===== config.mk =====
export PLATFORM = sky130hd
export DESIGN_NAME = lsu_bus_ctrl
export DESIGN_NICKNAME = d
export VERILOG_FILES = /design/src/rtl/lsu_bus_ctrl.sv
export SDC_FILE = /design/constraint.sdc
export NUM_CORES = 1
export LEC_CHECK = 0
export BUFFER_PORTS_ARGS = -buffer_cell sky130_fd_sc_hd__buf_2
export CAP_MARGIN = 25
export CORE_UTILIZATION = 40
export CTS_CLUSTER_SIZE = 10
export DETAILED_ROUTE_END_ITERATION = 6
export HOLD_SLACK_MARGIN = 0.02
export PLACE_DENSITY = 0.77
export SETUP_SLACK_MARGIN = 0.2
export SLEW_MARGIN = 30
export SYNTH_ARGS = -nofsm -noshare
export SYNTH_HDL_FRONTEND = slang
export SYNTH_SLANG_ARGS = --single-unit

===== constraint.sdc =====
create_clock -name clk -period 4.47 [get_ports clk]
set_input_delay 0.6705 -clock clk [delete_from_list [all_inputs] [get_ports clk]]
set_output_delay 0.6705 -clock clk [all_outputs]
set_load 0.01 [all_outputs]

===== src/rtl/lsu_bus_ctrl.sv =====
// ============================================================================
// Module   : lsu_bus_ctrl
// Purpose  : Load/store bus controller. Issues one req/ack transaction per
//            load/store, stalls the core until it completes, generates byte
//            enables and lane-replicated store data, and returns load data
//            right-aligned with zeroed upper bits.
// Options  : LSU_MISALIGN_TRAP_EN - trap misaligned half/word accesses
//            instead of issuing them on the bus.
// Revision : 1.0 - initial release
// ============================================================================
`default_nettype none

package lsu_pkg;
  typedef enum logic [2:0] {LB, LH, LW, LBU, LHU, SB, SH, SW} RV32I_INSTRUCTION_MNEMONIC_t;
endpackage

module lsu_bus_ctrl
  import lsu_pkg::*;
#(
  parameter int TIMEOUT_CYC = 16
) (
  input  logic                        clk,
  input  logic                        rst_n,
  input  logic                        mem_req_i,
  input  RV32I_INSTRUCTION_MNEMONIC_t mnemonic,
  input  logic [31:0]                 mem_addr_i,
  input  logic [31:0]                 mem_wdata_i,
  output logic                        stall_o,
  output logic [31:0]                 bus_rddata,
  output logic                        bus_err_o,
  output logic                        misalign_o,
  output logic                        bus_req_o,
  output logic                        bus_we_o,
  output logic [31:0]                 bus_addr_o,
  output logic [3:0]                  bus_be_o,
  output logic [31:0]                 bus_wdata_o,
  input  logic                        bus_ack_i,
  input  logic [31:0]                 bus_rdata_i
);

  localparam int              CNT_W      = (TIMEOUT_CYC > 2) ? $clog2(TIMEOUT_CYC) : 1;
  localparam logic [CNT_W-1:0] C_CNT_LAST = CNT_W'(TIMEOUT_CYC - 1);
  localparam logic [1:0]      C_SZ_B     = 2'd0;
  localparam logic [1:0]      C_SZ_H     = 2'd1;
  localparam logic [1:0]      C_SZ_W     = 2'd2;

  typedef enum logic [1:0] {S_IDLE, S_REQ, S_DONE, S_ERR} state_t;

  state_t           r_state, w_next;
  logic [CNT_W-1:0] r_cnt;
  logic             r_we;
  logic [29:0]      r_waddr;
  logic [1:0]       r_lane, r_size;
  logic [3:0]       r_be;
  logic [31:0]      r_wdata, r_rddata;
  logic             r_mis;

  logic             w_we, w_misalign, w_capture, w_timeout;
  logic [1:0]       w_size;
  logic [3:0]       w_be;
  logic [31:0]      w_wdata, w_load, w_mask;
  logic [4:0]       w_shamt;

  // Decode the mnemonic into direction/size and build enables and store data
  always_comb begin
    w_we       = 1'b0;
    w_size     = C_SZ_W;
    w_be       = 4'b1111;
    w_wdata    = mem_wdata_i;
    w_misalign = 1'b0;
    case (mnemonic)
      LB, LBU: w_size = C_SZ_B;
      LH, LHU: w_size = C_SZ_H;
      SB:      begin w_size = C_SZ_B; w_we = 1'b1; end
      SH:      begin w_size = C_SZ_H; w_we = 1'b1; end
      SW:      begin w_size = C_SZ_W; w_we = 1'b1; end
      default: w_size = C_SZ_W;
    endcase
    if (w_we) begin
      case (w_size)
        C_SZ_B:  begin w_be = 4'b0001 << mem_addr_i[1:0];       w_wdata = {4{mem_wdata_i[7:0]}};  end
        C_SZ_H:  begin w_be = 4'b0011 << {mem_addr_i[1], 1'b0}; w_wdata = {2{mem_wdata_i[15:0]}}; end
        default: begin w_be = 4'b1111;                          w_wdata = mem_wdata_i;            end
      endcase
    end
`ifdef LSU_MISALIGN_TRAP_EN
    w_misalign = ((w_size == C_SZ_H) && mem_addr_i[0]) ||
                 ((w_size == C_SZ_W) && (mem_addr_i[1:0] != 2'b00));
`endif
  end

  // Right-align the acked read word according to the captured size and lane
  always_comb begin
    w_shamt = 5'd0;
    w_mask  = 32'hFFFF_FFFF;
    case (r_size)
      C_SZ_B:  begin w_shamt = {r_lane, 3'b000};       w_mask = 32'h0000_00FF; end
      C_SZ_H:  begin w_shamt = {r_lane[1], 4'b0000};   w_mask = 32'h0000_FFFF; end
      default: begin w_shamt = 5'd0;                   w_mask = 32'hFFFF_FFFF; end
    endcase
    w_load = (bus_rdata_i >> w_shamt) & w_mask;
  end

  // Next-state and handshake outputs; ack beats a simultaneous timeout
  always_comb begin
    w_next    = r_state;
    stall_o   = 1'b0;
    bus_req_o = 1'b0;
    w_capture = 1'b0;
    w_timeout = 1'b0;
    case (r_state)
      S_IDLE: begin
        stall_o = mem_req_i;
        if (mem_req_i) begin
          w_capture = 1'b1;
          w_next    = w_misalign ? S_ERR : S_REQ;
        end
      end
      S_REQ: begin
        stall_o   = 1'b1;
        bus_req_o = 1'b1;
        if (bus_ack_i) begin
          w_next = S_DONE;
        end else if (r_cnt == C_CNT_LAST) begin
          w_next    = S_ERR;
          w_timeout = 1'b1;
        end
      end
      S_DONE:  w_next = S_IDLE;
      S_ERR:   w_next = S_IDLE;
      default: w_next = S_IDLE;
    endcase
  end

  // State register
  always_ff @(posedge clk) begin
    if (!rst_n) r_state <= S_IDLE;
    else        r_state <= w_next;
  end

  // Transaction capture, timeout counter and load-data register
  always_ff @(posedge clk) begin
    if (!rst_n) begin
      r_cnt    <= '0;
      r_we     <= 1'b0;
      r_waddr  <= '0;
      r_lane   <= 2'b00;
      r_size   <= C_SZ_W;
      r_be     <= 4'b0000;
      r_wdata  <= '0;
      r_rddata <= '0;
      r_mis    <= 1'b0;
    end else begin
      if (r_state == S_REQ) r_cnt <= r_cnt + 1'b1;
      else                  r_cnt <= '0;
      if (w_capture) begin
        r_we    <= w_we;
        r_waddr <= mem_addr_i[31:2];
        r_lane  <= mem_addr_i[1:0];
        r_size  <= w_size;
        r_be    <= w_be;
        r_wdata <= w_wdata;
        r_mis   <= w_misalign;
        if (w_misalign) r_rddata <= '0;
      end
      if ((r_state == S_REQ) && bus_ack_i) r_rddata <= r_we ? 32'd0 : w_load;
      else if (w_timeout)                  r_rddata <= '0;
    end
  end

  assign bus_we_o    = r_we;
  assign bus_addr_o  = {r_waddr, 2'b00};
  assign bus_be_o    = r_be;
  assign bus_wdata_o = r_wdata;
  assign bus_rddata  = r_rddata;
  assign bus_err_o   = (r_state == S_ERR) && !r_mis;
`ifdef LSU_MISALIGN_TRAP_EN
  assign misalign_o  = (r_state == S_ERR) && r_mis;
`else
  assign misalign_o  = 1'b0;
`endif

endmodule

`default_nettype wire


# --- Yosys cells after proc, flatten, opt, wreduce, memory -nomap -nowiden ---
# Cells that the tools add are included.
# W data, S select, Z words.
word_totals:
  ff_bits: 109
  out_inout_bits: 105
classes:
  n_addsub: 1
  n_eq_ne: 14
  shifts: 3
  mux: 22
  bitwise: 1
  n_reduce_logical: 12
ops:
  columns: ["operator", "n"]
  rows:
  - ["$mux W32", 4]
  - ["$pmux W32 S2", 2]
  - ["$and A32 B32 Y32", 1]
  - ["$shr A32 B5 Y32", 1]
  - ["$eq A3 B3 Y1 const B", 4]
  - ["$pmux W5 S2", 1]
  - ["$reduce_or A3 Y1", 3]
  - ["$pmux W4 S2", 1]
  - ["$mux W1", 7]
  - ["$eq A2 B1 Y1 const B", 3]
  - ["$logic_not A2 Y1", 3]
  - ["$mux W2", 3]
  - ["$pmux W2 S3", 1]
  - ["$add A4 B1 Y4 const B", 1]
  - ["$eq A2 B2 Y1 const B", 2]
  - ["$eq A4 B4 Y1 const B", 1]
  - ["$mux W4", 1]
  - ["$pmux W2 S2", 1]
  - ["$reduce_and A2 Y1", 2]
  - ["$shl A1 B2 Y4 const A", 1]
  - ["$shl A2 B2 Y4 const A", 1]
  - ["$eq A3 B1 Y1 const B", 1]
  - ["$eq A3 B2 Y1 const B", 1]
  - ["$logic_not A3 Y1", 1]
  - ["6 further kinds", 6]

# --- Depth between registers and ports, before layout ---
depth:
  depth_word: 6
  depth_mapped: 7
  ltp_nobuf: 5

# --- Least setup slack after synthesis ---
# No wires, ideal clock.
synth_path:
  path_kind: "input port to flip-flop"
  startpoint: "in mnemonic[0]"
  endpoint: "reg r_wdata[20], in the netlist bus_wdata_o[20]"
  t_arrival_ns: 1.603
  required_ns: 4.348
  setup_slack_ns: 2.745
  path_stages: 6
  path_cell_list: "and2b_1 buf_6 o21ai_4 buf_6 mux2i_1 a21oi_2"
synth_via:
  elab_chain_cells: 6
  elab_cells_between_ends: 16
synth_lines:
  columns: ["item", "line", "source"]
  rows:
  - ["start: declaration", "25", "input RV32I_INSTRUCTION_MNEMONIC_t mnemonic,"]
  - ["$eq A3 B3 Y1, or another cell as far along", "71", "case (mnemonic)"]
  - ["$reduce_or A3 Y1 (no source line)", null, null]
  - ["$pmux W2 S2", "71", null]
  - ["$eq A2 B1 Y1 / $logic_not A2 Y1 (equally long branches)", "80", "case (w_size)"]
  - ["$pmux W32 S2", "80", null]
  - ["$mux W32 *", "79", "if (w_we) begin"]
  - ["end signal: assignment", "162", "r_wdata <= w_wdata;"]
  - ["end: declaration", "55", "logic [31:0] r_wdata, r_rddata;"]
# Mark *: on every way between the ends. The rest lies on a longest branch, timed or not.
# A chain may end at the register's enable or synchronous reset.

# --- Final worst setup path ---
layout_path:
  startpoint: "reg r_state[0]"
  endpoint: "out bus_req_o"
layout_via:
  elab_chain_cells: 2
layout_lines:
  columns: ["item", "line", "source"]
  rows:
  - ["start: declaration", "49", "state_t r_state, w_next;"]
  - ["start signal: assignment", "138", "else r_state <= w_next;"]
  - ["$eq A2 B1 Y1", "111", "case (r_state)"]
  - ["$mux W1", "111", null]
  - ["end: declaration", "32", "output logic bus_req_o,"]
# No other way between the ends.

==> impl_metrics.py <==
metrics = {
    "outcome": {
        "status": "finished, final reports clean",
    },
    "yosys": {
        "ys_warn_count": 0,
        "syn-instance-count": 554,
        "synth_area_mm2": 0.00490,
        "avgSynthCellArea_um2": 8.84,
        "synth_seq_cells": 109,
        "seq_area_frac_synth_pct": 44.5,
        "async_reset_ff_share_pct": 0,
        "post-synth-top-area-fraction_pct": 44.5,
        "yosysMostFrequentCell": "dfxtp_1",
        "synth_cell_types": 48,
        "synth_top_flop_cell": "dfxtp_1",
        "synthTopCellsByCount": "109 x dfxtp_1, 105 x nand2_1, 41 x nor2b_1",
        "synth_edf_count": 0,
        "synth_top_cell_by_area": "dfxtp_1",
        "netlist_top_cells_area": "dfxtp_1 45%, nand2_1 8.0%, nor2b_1 5.2%, a21boi_0 5.1%, a22oi_1 3.5%",
    },
    "timing": {
        "finalHoldViolations": 0,
        "drv_slew": 0,
        "max_freq_ghz": 0.461,
        "holdWs_ns": 0.445,
        "finalSetupViolCount": 0,
        "slew_headroom_pct": 47.9,
        "worst_pin_slew_ns": 0.781,
        "fin_setup_tns_ns": 0,
        "fin_skew_ns": 0.00506,
        "rsz0062_at_grt": "false",
        "period_share_pct": 48.6,
        "fin_crit_ns": 2.17,
    },
    "setup_path": {
        "reg2reg_from": "r_state[1]",
        "crit_required_ns": 3.80,
        "reg2reg_to": "bus_wdata_o[26]",
        "cp-start-kind": "flop",
        "reg2regPathDepth": 5,
        "cpPeakStageDelay_ns": 0.48,
        "end_kind": "output port",
        "crit_fanout": 8,
        "r2r_setup_slack_ns": 2.49,
        "cpMaxStageDelayCell": "nor2b_1",
        "worstPathCellList": "nor2b_1 -> buf_2",
        "critPathArrivalTime_ns": 1.50,
        "critical_path_class": "reg -> out",
    },
    "floorplan": {
        "rows": 40,
        "floorplan.initialDensity_pct": 41.0,
        "dieArea_mm2": 0.0127,
        "die_width_um": 113,
        "fp.dieH_um": 113,
        "top_level_ports": 208,
        "core_area_mm2": 0.0120,
    },
    "power_and_ir_drop": {
        "ir_drop_uv": 262,
        "p_seq_share_pct": 48.3,
        "switching_share_pct": 28.2,
        "p_leak_nw": 2.84,
        "p_clk_share_pct": 35.3,
        "p_total_w": 0.00222,
        "p_sw_w": 0.000627,
        "powerDensity_mw_per_mm2": 360,
        "p_comb_share_pct": 16.4,
        "p_int_w": 0.00159,
    },
    "detailed_routing": {
        "drt_first_pass_iters": 4,
        "routedWlPerCell_um": 15.4,
        "finalWirelength_mm": 13.5,
        "drt_iter0_markers": 302,
        "vias_per_cell": 5.25,
        "antenna_left": 0,
        "num_vias": 4623,
        "drc_errors": 0,
    },
    "clocking": {
        "cts.path.max_buffers": 2,
        "cts.root.buffer_cell": "clkbuf_16",
        "clk_latency_ns": 0.35,
        "cts_setup_buffers": 0,
        "clk_pin_slew_worst_paths_ns": 0.07,
        "cts_resized": 0,
        "hold_buffers": 0,
        "htreeDepth": 3,
        "cts_buffers": 9,
        "cts.sinks": 109,
        "cts_tree": "built",
    },
    "cells_and_area": {
        "drive_gt1_share_pct": 32.6,
        "nNetsFinal": 832,
        "syn_to_final_growth_pct": 26.1,
        "regArea_mm2": 0.00218,
        "stdcell_area_mm2": 0.00618,
        "final_util_pct": 51.6,
        "antenna_cells": 0,
        "multi_input_area_mm2": 0.00246,
        "num-fill-cells": 1176,
    },
    "hold_path": {
        "holdCritPathClass": "reg -> reg",
        "min_from": "bus_rddata[6]",
        "whs_path_depth": 2,
        "worstHoldEndpoint": "bus_rddata[6]",
    },
    "grt": {
        "grt_overflow": 0,
        "track_usage_pct": 21.3,
        "grt_pass1_vias": 4219,
        "antenna_found_initial": 0,
        "grt_pass1_wl_mm": 21.4,
        "grt_max_degree": 77,
    },
    "job": {
        "drv_cap": 0,
    },
    "placement": {
        "port_buffers": 204,
        "dp_hpwl_mm": 9.85,
        "gp_congestion": 0.813,
        "dpl_cell_area_mm2": 0.00588,
    },
}
==> power by group through the flow <==
stage	combinational [W]	clock (W)	sequential, W
6_report	0.000363	0.000784	0.00107
5_1_grt	0.000400	0.000847	0.00108
4_1_cts	0.000366	0.000807	0.00107
3_5_place_dp	0.000366	0	0.00110
3_3_place_gp	0.000363	0	0.00109
2_1_floorplan	0.000207	0	0.00111
==> metrics by stage <==
| step | setup WS (ns) | cells |
|---|---|---|
| final | 2.30 | 880 |
| after global placement | 2.12 | 864 |
| after global routing | 2.15 | 880 |
| after floorplan | 2.75 | 556 |
| after detailed placement | 2.07 | 864 |
| after CTS | 2.26 | 880 |
==> kinds of logic (layout without fill, tap and decap cells) <==
family          Yosys count  count (layout)  synth area share [%]
compound gates          165             165                  25.1
flops                   109             109                  44.5
simple gates            220             220                  22.5
other cells               1               3                0.0765
xor+xnor                  2               2                 0.358
buf+inv                  48             225                  5.49
fa+ha+maj                 1               1                 0.255
mux                       8               8                  1.63
==> placed cells by master (no fill, tap or decap), types with 9 or more instances in the layout <==
cell type	netlist	final
clkbuf_16	0	9
nor2b_1	41	41
nor2_1	23	23
and2_1	9	9
a21oi_1	11	11
o21ai_0	22	22
buf_2	8	204
nand2_1	105	105
a22oi_1	23	23
and3_1	18	18
a211oi_1	10	10
dfxtp_1	109	108
o31a_1	14	14
a21boi_0	33	33
==> metal layers <==
layer	vias to the layer above	part of all wire [%]	track usage, %
met1	2104	43	26.9
li1	2286	-	-
met2	212	46	34.7
met3	21	8.7	5.62
met4	0	2.3	8.62
met5	-	0	0
==> state kept, by name (all words and copies together) (netlist names) <==
name	cells
bus_rddata	32
bus_wdata_o	32
r_waddr	30
bus_be_o	4
r_cnt	4
r_lane	2
r_size	2
r_state	2
bus_we_o	1
==> how the worst max path moves through the flow <==
stage	slack, ns	to	startpoint	depth (start not counted)
after floorplan	2.75	bus_wdata_o[20]	mnemonic[0]	6
after detailed placement	2.07	bus_wdata_o[30]	mnemonic[0]	5
after CTS	2.26	bus_req_o	r_state[0]	2
after global placement	2.12	bus_wdata_o[10]	mnemonic[0]	5
after global routing	2.15	bus_req_o	r_state[0]	2
final	2.30	bus_req_o	r_state[0]	2
==> critical path: cells and delay by family, from the launching register on <==
kind,cells,cell delay (ns)
buffers and inverters,1,0.23
DFF,1,0.45
and+or+nand+nor,1,0.48
==> area by class of cell <==
cell class	instances	area share (%)
Timing Repair Buffer	208	17.0
Sequential cell	109	35.3
Clock inverter	6	0.871
Tap cell	147	2.98
Inverter	1	0.0608
Clock buffer	10	3.87
Multi-Input combinational cell	399	39.9
(Power assumes the default switching activity.)
